--- src/rtl/rv_pkg.sv ---
// Shared fetch-path types and constants: word width, canonical NOP, default
// reset PC and the {pc, inst} entry carried from fetch to decode.
package rv_pkg;
  localparam int XLEN = 32;
  localparam logic [XLEN-1:0] INST_NOP = 32'h0000_0013;
  localparam logic [XLEN-1:0] RESET_PC_DEFAULT = 32'h0100_0000;

  typedef struct packed {
    logic [XLEN-1:0] pc;
    logic [XLEN-1:0] inst;
  } fetch_entry_t;
endpackage

--- src/rtl/fetch_fifo.sv ---
// Instruction buffer: DEPTH x fetch_entry_t ring with separate count, so full
// and empty are unambiguous; flush empties it in one cycle.
module fetch_fifo import rv_pkg::*; #(
  parameter int DEPTH = 2,
  localparam int AW = $clog2(DEPTH),
  localparam int CW = AW + 1
) (
  input  logic         clock,
  input  logic         reset,
  input  logic         flush,
  input  logic         push,
  input  fetch_entry_t push_entry,
  input  logic         pop,
  output fetch_entry_t head,
  output logic [CW-1:0] count,
  output logic         full,
  output logic         empty
);
  fetch_entry_t  mem_q [DEPTH];
  fetch_entry_t  mem_d [DEPTH];
  logic [AW-1:0] rd_q, rd_d, wr_q, wr_d;
  logic [CW-1:0] count_q, count_d;

  always_comb begin
    mem_d   = mem_q;
    rd_d    = rd_q;
    wr_d    = wr_q;
    count_d = count_q;
    if (flush) begin
      rd_d    = '0;
      wr_d    = '0;
      count_d = '0;
    end else begin
      if (push) begin
        mem_d[wr_q] = push_entry;
        wr_d        = wr_q + 1'b1;
      end
      if (pop) rd_d = rd_q + 1'b1;
      count_d = count_q + CW'(push) - CW'(pop);
    end
  end

  // Storage is cleared on reset too, so nothing from before reset can resurface.
  always_ff @(posedge clock) begin
    if (!reset) begin
      for (int i = 0; i < DEPTH; i++) mem_q[i] <= '0;
      rd_q    <= '0;
      wr_q    <= '0;
      count_q <= '0;
    end else begin
      mem_q   <= mem_d;
      rd_q    <= rd_d;
      wr_q    <= wr_d;
      count_q <= count_d;
    end
  end

  assign head  = mem_q[rd_q];
  assign count = count_q;
  assign empty = (count_q == '0);
  assign full  = (count_q == CW'(DEPTH));
endmodule

--- src/rtl/fetch_unit.sv ---
// Fetch stage: PC generation, credit-limited imem issue, response buffering.
// Optional FETCH_STATS_EN adds stat_fetched/stat_killed counters.
module fetch_unit import rv_pkg::*; #(
  parameter logic [XLEN-1:0] RESET_PC = RESET_PC_DEFAULT,
  parameter int              DEPTH    = 2
) (
  input  logic            clock,
  input  logic            reset,
  output logic [XLEN-1:0] imem_addr,
  output logic            imem_req,
  input  logic [XLEN-1:0] imem_data,
  input  logic            redirect_valid,
  input  logic [XLEN-1:0] redirect_pc,
  output logic            inst_valid,
  input  logic            inst_ready,
  output logic [XLEN-1:0] inst,
  output logic [XLEN-1:0] inst_pc
`ifdef FETCH_STATS_EN
  ,
  output logic [31:0]     stat_fetched,
  output logic [31:0]     stat_killed
`endif
);
  localparam int CW = $clog2(DEPTH) + 1;

  logic [XLEN-1:0] pc_q, pc_d, tag_q, tag_d;
  logic            inflight_q, inflight_d;
  fetch_entry_t    ret_entry, head;
  logic [CW-1:0]   count;
  logic            full, empty;
  logic            ret_valid, handshake, fifo_push, fifo_pop;
  logic [CW:0]     occupancy;

  always_comb begin
    occupancy = {1'b0, count} + {{CW{1'b0}}, inflight_q};
    imem_req  = reset && (occupancy < (CW+1)'(DEPTH)) && !redirect_valid;
    imem_addr = pc_q;
    // A response returning in a redirect cycle is killed here by never pushing it.
    ret_valid = inflight_q && !redirect_valid;
    ret_entry = '{pc: tag_q, inst: imem_data};
    inst_valid = !empty || ret_valid;
    handshake  = inst_valid && inst_ready;
    fifo_pop   = handshake && !empty;
    fifo_push  = ret_valid && !(empty && handshake);
    inst_pc = '0;
    inst    = '0;
    if (!empty) begin
      inst_pc = head.pc;
      inst    = head.inst;
    end else if (ret_valid) begin
      inst_pc = ret_entry.pc;
      inst    = ret_entry.inst;
    end
    pc_d       = pc_q;
    tag_d      = tag_q;
    inflight_d = imem_req;
    if (redirect_valid) begin
      pc_d = {redirect_pc[XLEN-1:2], 2'b00};
    end else if (imem_req) begin
      pc_d  = pc_q + 32'd4;
      tag_d = pc_q;
    end
  end

  always_ff @(posedge clock) begin
    if (!reset) begin
      pc_q       <= RESET_PC;
      tag_q      <= '0;
      inflight_q <= 1'b0;
    end else begin
      pc_q       <= pc_d;
      tag_q      <= tag_d;
      inflight_q <= inflight_d;
    end
  end

  fetch_fifo #(.DEPTH(DEPTH)) u_fifo (
    .clock      (clock),
    .reset      (reset),
    .flush      (redirect_valid),
    .push       (fifo_push),
    .push_entry (ret_entry),
    .pop        (fifo_pop),
    .head       (head),
    .count      (count),
    .full       (full),
    .empty      (empty)
  );

  a_no_overflow: assert property (@(posedge clock) disable iff (!reset)
    !(fifo_push && full && !fifo_pop && !redirect_valid))
    else $error("fetch buffer overflow");

`ifdef FETCH_STATS_EN
  logic [31:0] fetched_q, fetched_d, killed_q, killed_d;

  always_comb begin
    fetched_d = fetched_q + 32'(ret_valid);
    killed_d  = killed_q;
    // A head popped in the redirect cycle was consumed, not flushed.
    if (redirect_valid)
      killed_d = killed_q + 32'(inflight_q) + 32'(count) - 32'(fifo_pop);
  end

  always_ff @(posedge clock) begin
    if (!reset) begin
      fetched_q <= '0;
      killed_q  <= '0;
    end else begin
      fetched_q <= fetched_d;
      killed_q  <= killed_d;
    end
  end

  assign stat_fetched = fetched_q;
  assign stat_killed  = killed_q;
`endif
endmodule

--- config.mk ---
export PLATFORM = sky130hd
export DESIGN_NAME = fetch_unit
export DESIGN_NICKNAME = d
export VERILOG_FILES = /design/src/rtl/rv_pkg.sv /design/src/rtl/fetch_fifo.sv /design/src/rtl/fetch_unit.sv
export SDC_FILE = /design/constraint.sdc
export NUM_CORES = 1
export LEC_CHECK = 0
export ABC_CLOCK_PERIOD_IN_PS = 2200
export CORE_ASPECT_RATIO = 0.5
export CORE_MARGIN = 2
export CORE_UTILIZATION = 48
export DETAILED_ROUTE_END_ITERATION = 10
export PLACE_DENSITY_LB_ADDON = 0.05
export SETUP_SLACK_MARGIN = 0.3
export SYNTH_ARGS = -nofsm -noshare
export SYNTH_HDL_FRONTEND = slang
export SYNTH_HIERARCHICAL = 1
export SYNTH_SLANG_ARGS = --single-unit
--- constraint.sdc ---
create_clock -name clock -period 2.2 [get_ports clock]
set_input_delay 0.66 -clock clock [delete_from_list [all_inputs] [get_ports clock]]
set_output_delay 0.66 -clock clock [all_outputs]
set_load 0.02 [all_outputs]
# ---- After elaboration in Yosys (flattened, before gate mapping)
# Index checks and enable logic that the tools add are counted.
dict set report op_classes {
  add_sub_neg 6
  mul 0
  div_mod_pow 0
  magnitude_cmp 4
  eq_ne 0
  n_shift 0
  mux 12
  bitwise_logic 4
  reduce_logical 17
}
# op count
set op_table {}
lappend op_table {{64-bit 2-to-1 mux} 4}
lappend op_table {{32-bit 2-to-1 mux} 6}
lappend op_table {{128-bit bitwise mux} 1}
lappend op_table {{64-bit demux with 1-bit select} 1}
lappend op_table {{32-bit by 3-bit adder with 32-bit output (second input constant)} 1}
lappend op_table {{1-bit logical AND} 8}
lappend op_table {{2-bit greater-or-equal comparator (second input constant)} 2}
lappend op_table {{1-bit NOT with 2-bit output} 2}
lappend op_table {{2-bit AND reduction} 2}
lappend op_table {{2-bit by 1-bit adder with 3-bit output} 1}
lappend op_table {{1-bit logical NOT} 3}
lappend op_table {{3-bit by 2-bit < comparator with 1-bit output (second input constant)} 1}
lappend op_table {{1-bit adder (second input constant)} 2}
lappend op_table {{2-bit by 1-bit adder with 2-bit output} 1}
lappend op_table {{2-bit logical NOT} 1}
lappend op_table {{2-bit by 1-bit < comparator with 1-bit output (second input constant)} 1}
lappend op_table {{1-bit NOT} 2}
lappend op_table {{2-bit nonzero test} 1}
lappend op_table {{2-bit OR reduction} 1}
lappend op_table {{2-bit by 1-bit subtractor with 2-bit output} 1}
lappend op_table {{1-bit logical OR} 1}
dict set report totals {
  register_bits 197
  latchBits 0
  ram_bits 0
  rom_bits 0
  inputBits 68
  out_inout_bits 98
  elab_cells 54
  n_memories 0
}

# ---- Depth between registers and ports, before layout
# Gate-level depths: netlist of the first run.
dict set report depth {
  word_depth 9
  mapped_depth 10
}

# ---- By module
# The synthesis of the first run kept the hierarchy.
# mod instances cells_each area_each_um2 seq_area_each_um2
set modules_own_cells {}
lappend modules_own_cells {fetch_fifo 1 575 5859.4 2642.5}
lappend modules_own_cells {fetch_unit 1 560 3789.9 1221.2}

# ---- Worst setup path before layout of the first run
# Ideal clock, no wire load.
dict set report synth_path {
  path_type {reg-to-output}
  start {register u_fifo.count_q[1] (netlist: u_fifo/count[1])}
  end {output port inst[0]}
  arrival_ps 1686
  t_required_ps 1540
  path_slack_ps -146
  stages_incl_launch_ff 8
  cell_sequence {dfxtp_1 > nor2_1 > clkbuf_1 > and3_1 > buf_2 > clkbuf_1 > nand2_1 > o21ai_0}
}
dict set report synth_between {
  elab_chain_len 2
}
# item line
set synth_rtl {}
lappend synth_rtl {{start: declaration} fetch_fifo.sv:22} ;# logic [CW-1:0] count_q, count_d;
lappend synth_rtl {{start signal: assignment} fetch_fifo.sv:54} ;# count_q <= count_d;
lappend synth_rtl {{2-bit logical NOT} fetch_fifo.sv:60} ;# assign empty = (count_q == '0);
lappend synth_rtl {{named net empty} fetch_unit.sv:30} ;# logic full, empty;
lappend synth_rtl {{32-bit 2-to-1 mux} fetch_unit.sv:47} ;# if (!empty) begin
lappend synth_rtl {{end: declaration} fetch_unit.sv:16} ;# output logic [XLEN-1:0] inst,
# The timed path passes the listed nets, and every way through them passes these cells.

==> results.md, run 1 <==
- Slew HR: 39.3%
- Number of global-route vias before repair: 8094
- Layout cells sized above 1: 35.9%
- Full die area: 21300 um^2
- Die X-Extent: 204 um
- Max-slew violation count: 0
- Min Clock Period, post-route: 2.54 ns
- CP Max Fanout: 9
- Largest net degree at the start of global routing: 249
- Nature of the critical path startpoint: flop
- Core Region: 19600 um^2
- Setup WS post-layout: -0.341 ns
- Clock Tree Root: clkbuf_16
- Clock Sink Count: 193
- Mapped Cells: 1134
- Nets: 1462
- P_leak: 5.87 nW
- CP top delay family: buffers and inverters
- Drc violations: 0
- 1st-pass router iterations: 5
- Max_cap viols: 0
- Gr usage total: 24.8%
- ANT nets after route: 0
- Post-Syn Area per Cell: 8.50 um^2
- Die height: 104 um
- Clock slew at reported path FFs: 0.07 ns
- Detailed Route WL: 28200 um
- WL/cell: 16.9 um
- Worst hold slack: 0.454 ns
- Placed cell area: 12300 um^2
- Commonest cells after routing, fill and taps aside: nand2_1, dfxtp_1, mux2i_1
- Initial DRC count: 451
- Slowest cell on crit path: dfxtp_4
- VDD IR max: 0.522 mV
- Final Util: 71.5%
- Max Clock Skew: 0.00782 ns
- Power per cell area: 539 nW/um^2
- Final GP Congestion: 0.841
- CTS tree: built
- Final setup fails: 66
- CP max stage delay: 0.45 ns
- Clock Tree Buf Depth: 2
- Grt total ovfl: 0
- Vias/cell: 5.15
- FILL cells: 1534
- Cell chain of the critical path: buf_4 -> buf_12 -> buf_12 -> mux2_2 -> inv_1 -> o21ai_2 -> buf_4
- Top Ports: 166
- Dpl hpwl: 17300 um
- Via Count: 8602
- Site row count: 36
- Worst EP arrival: 1.88 ns
- Status: complete, but fails checks
- RSZ-0062 raised after global routing: true
- Setup CP Type: flop to output pin
- P&R area growth vs syn: 45.3%
- Netlist Area Pre-Place: 9640 um^2
- Final period util: 116%
- Final Hold Viols: 0
- Min-delay worst type: flop to flop
- CTS Buf Count: 17
- Hold_buf cts: 0
- Initial Util: 49.2%
- Tightest Pin Transition: 0.910 ns
- Worst Path Buf+Inv: 5
- Final instance area: 14000 um^2
- PortBufs: 161
- Violated checks: setup timing
- Total chip power: 7.55 mW
- Ys Warns: 6
- Clk_lat worst skew: 0.44 ns
- First-pass GRT wire length: 42100 um
- Fmax: 394 MHz
- Initial antenna violation count: 0
- Htree depth: 4
- Inserted Diodes: 0
- Crit. End Element: output pin
- Most common cell after layout, fill and taps aside: nand2_1
- Worst Path Required: 1.54 ns
[power by group]
group          internal, mW  switching [mW]  total (mW)
clock network          1.56            1.40        2.96
registers              3.56          0.0873        3.65
logic                 0.458           0.486       0.944
total                  5.58            1.97        7.55
[per-stage QoR]
step                      cells  setup TNS, ns  setup slack, ns
after floorplan            1137              0           0.0531
after global placement     1574        -104.85           -0.914
after detailed placement   1574        -109.72           -0.941
after CTS                  1631         -14.26           -0.354
after global routing       1670         -19.06           -0.405
final                      1670         -14.63           -0.341
[registers in the layout (all words and copies together), names as in the netlist]
name / flops
imem_addr: 30
inflight_q: 1
tag_q: 30
u_fifo/count: 2
u_fifo/mem_q: 128
u_fifo/rd_q: 1
u_fifo/wr_q: 1
[path summary, 6_finish.rpt]
kind                                      start                       endpoint  slack, ns  cells after the start
setup / recovery       u_fifo/rd_q$_SDFFE_PP0P_                     inst_pc[4]      -0.34                      7
hold / removal    u_fifo/mem_q[70]$_SDFFE_PN0P_  u_fifo/mem_q[70]$_SDFFE_PN0P_       0.45                      2
setup reg to reg     u_fifo/count[1]$_SDFF_PP0_     imem_addr[26]$_SDFFE_PN0P_       0.35                     10
hold reg to reg   u_fifo/mem_q[70]$_SDFFE_PN0P_  u_fifo/mem_q[70]$_SDFFE_PN0P_       0.45                      2
[per-layer routing]
metal,wire length (um),vias up,track usage [%]
li1,-,4275,-
met1,13600,4097,35.6
met2,12900,198,39.0
met3,1330,32,5.04
met4,377,0,4.24
met5,0,-,0
[tightest hold or removal path: stages (launching register included)]
cell     delay [ns]
dfxtp_1        0.31
nand2_1        0.05
mux2i_1        0.05
[repair_timing]
| action | CTS | global route |
|---|---|---|
| pin swaps | 4 | 23 |
| endpoints found under the setup margin | 226 | 167 |
| gates cloned | 6 | 9 |
| resized for setup | 444 | 165 |
| setup buffers | 19 | 30 |
[layout make-up]
class | count | area, um^2 | share of cell area (%)
inverter | 74 | 282 | 2.01
clock inverter | 13 | 115 | 0.821
sequential | 193 | 3880 | 27.7
tap | 266 | 333 | 2.37
timing repair buffer | 315 | 3310 | 23.6
clock buffer | 19 | 433 | 3.09
multi-input combinational | 790 | 5660 | 40.4
Power figures use the tool's default switching activity.
==> run 2, diff against run 1 <==
SKIP_LAST_GASP = 1   (was default)
==> run 2 against run 1 <==
The flow still finishes with violations (setup timing); final cell count decreased by 0.30%; hold slack improved by 0.00052 ns; die area is the same; sequential power barely moved; critical path depth is 2 lower; clock power barely moved; fmax increased by 1.3%; first-iteration DRC count down 11%; critical path type unchanged.
==> results.md, run 2 (synthesized netlist as in run 1, its figures left out) <==
- Status: complete, but fails checks
- Violated checks: setup timing
- Dpl hpwl: 17300 um
- Min Clock Period, post-route: 2.51 ns
- CP top delay family: buffers and inverters
- Vias/cell: 5.12
- CTS Buf Count: 17
- Fmax: 398 MHz
- Nature of the critical path startpoint: flop
- Nets: 1457
- P&R area growth vs syn: 43.2%
- First-pass GRT wire length: 42000 um
- Inserted Diodes: 0
- Die X-Extent: 204 um
- Min-delay worst type: flop to flop
- FILL cells: 1551
- ANT nets after route: 0
- Top Ports: 166
- Slew HR: 32.1%
- Gr usage total: 24.8%
- Detailed Route WL: 27200 um
- Final setup fails: 66
- Tightest Pin Transition: 1.02 ns
- Setup TNS: -15.11 ns
- Crit. End Element: output pin
- Worst EP arrival: 1.85 ns
- Slowest cell on crit path: dfxtp_4
- Initial antenna violation count: 0
- 1st-pass router iterations: 5
- Most common cell after layout, fill and taps aside: nand2_1
- VDD IR max: 0.516 mV
- Clk_lat worst skew: 0.44 ns
- Worst Path Buf+Inv: 3
- Final period util: 114%
- Drc violations: 0
- Full die area: 21300 um^2
- CP max stage delay: 0.46 ns
- Initial Util: 49.2%
- Reg2reg setup slack: 0.32 ns
- CTS tree: built
- CP Max Fanout: 12
- Core Region: 19600 um^2
- Number of global-route vias before repair: 8087
- Total chip power: 7.53 mW
- Max-slew violation count: 0
- PortBufs: 161
- Grt total ovfl: 0
- Max reg flops: 128
- Final Hold Viols: 0
- Setup CP Type: flop to output pin
- WL/cell: 16.3 um
- P_leak: 5.76 nW
- Worst Path Required: 1.54 ns
- Worst hold slack: 0.454 ns
- Setup WS post-layout: -0.309 ns
- Place WS: -0.941 ns
- Max_cap viols: 0
- Site row count: 36
- Via Count: 8520
- Post-Layout Cell Count: 1665
- Max Clock Skew: 0.00823 ns
- Hold_buf cts: 0
- Post-placement cell count: 1574
- Power per cell area: 545 nW/um^2
- Htree depth: 4
- RSZ-0062 raised after global routing: true
- Die height: 104 um
- Largest net degree at the start of global routing: 249
- Largest register by flop count: u_fifo/mem_q
- Commonest cells after routing, fill and taps aside: nand2_1, dfxtp_1, mux2i_1
- Clock Tree Root: clkbuf_16
- Clock Sink Count: 193
- Layout cells sized above 1: 33.6%
- Final GP Congestion: 0.841
- Initial DRC count: 402
- Cell chain of the critical path: buf_12 -> mux2_2 -> inv_1 -> o21ai_4 -> clkdlybuf4s15_1
- Clock Tree Buf Depth: 2
- Clock slew at reported path FFs: 0.07 ns
## run 2: cell types whose count changed in the layout (fill, tap and decap cells not counted), sizes merged
cell	change
buf	-18
clkbuf	-3
clkdlybuf4s15	+16
clkdlybuf4s50	+1
dlygate4sd2	-5
dlymetal6s2s	+4
## run 2: cell type report
type                            count  area, um^2  share of cell area [%]
Tap cell                          266         333                    2.41
Inverter                           74         282                    2.04
Sequential cell                   193        3880                    28.1
Multi-Input combinational cell    790        5600                    40.6
Timing Repair Buffer              310        3170                    22.9
Clock inverter                     13         115                   0.833
Clock buffer                       19         433                    3.13
## run 2: path summary, 6_finish.rpt
| check | startpoint | endpoint | depth (start not counted) |
|---|---|---|---|
| worst max register to register | u_fifo/count[1]$_SDFF_PP0_ | imem_addr[26]$_SDFFE_PN0P_ | 10 |
| worst min-delay path | u_fifo/mem_q[70]$_SDFFE_PN0P_ | u_fifo/mem_q[70]$_SDFFE_PN0P_ | 2 |
| worst max-delay path | u_fifo/rd_q$_SDFFE_PP0P_ | inst_pc[11] | 5 |
| worst min register to register | u_fifo/mem_q[70]$_SDFFE_PN0P_ | u_fifo/mem_q[70]$_SDFFE_PN0P_ | 2 |
## run 2: worst reg2reg max path: stages, from the launching register on
cell and delay, ns:
dfxtp_2 0.34, buf_4 0.13, buf_6 0.11, a21oi_4 0.16
buf_6 0.12, buf_6 0.11, nand3_2 0.09, buf_6 0.16
nor4_2 0.25, xnor2_1 0.19, a21oi_1 0.10
## run 2: stage by stage
step | util, % | instance area [um^2]
after floorplan | - | 10100
after global placement | 62.8 | 12300
after detailed placement | 62.8 | 12300
after CTS | 67.6 | 13200
after global routing | 70.5 | 13800
final | 70.5 | 13800
## run 2: timing repair
action                     in CTS  in global routing
gates resized for setup       350                157
setup buffers                  19                 28
pin swaps                       4                 15
cloned                          6                  6
setup endpoints to repair     226                172
## run 2: metal layers
layer,global-route usage (%),up-vias,share of wire (%)
li1,-,4258,-
met1,35.5,4047,49
met2,39.0,195,45
met3,5.04,20,4.9
met4,4.24,0,0.92
met5,0,-,0
## run 2: report_power, final
part | switching [mW] | total, mW | internal, mW | leakage [nW]
clock | 1.40 | 2.96 | 1.56 | 0.259
sequential | 0.0863 | 3.65 | 3.56 | 1.57
combinational | 0.474 | 0.921 | 0.447 | 3.93
total | 1.96 | 7.53 | 5.57 | 5.76
==> run 3, diff against run 2 <==
SLEW_MARGIN = 15   (was default)
==> results of run 3 <==
No change in the layout: final DEF, timing and power equal those of run 2.
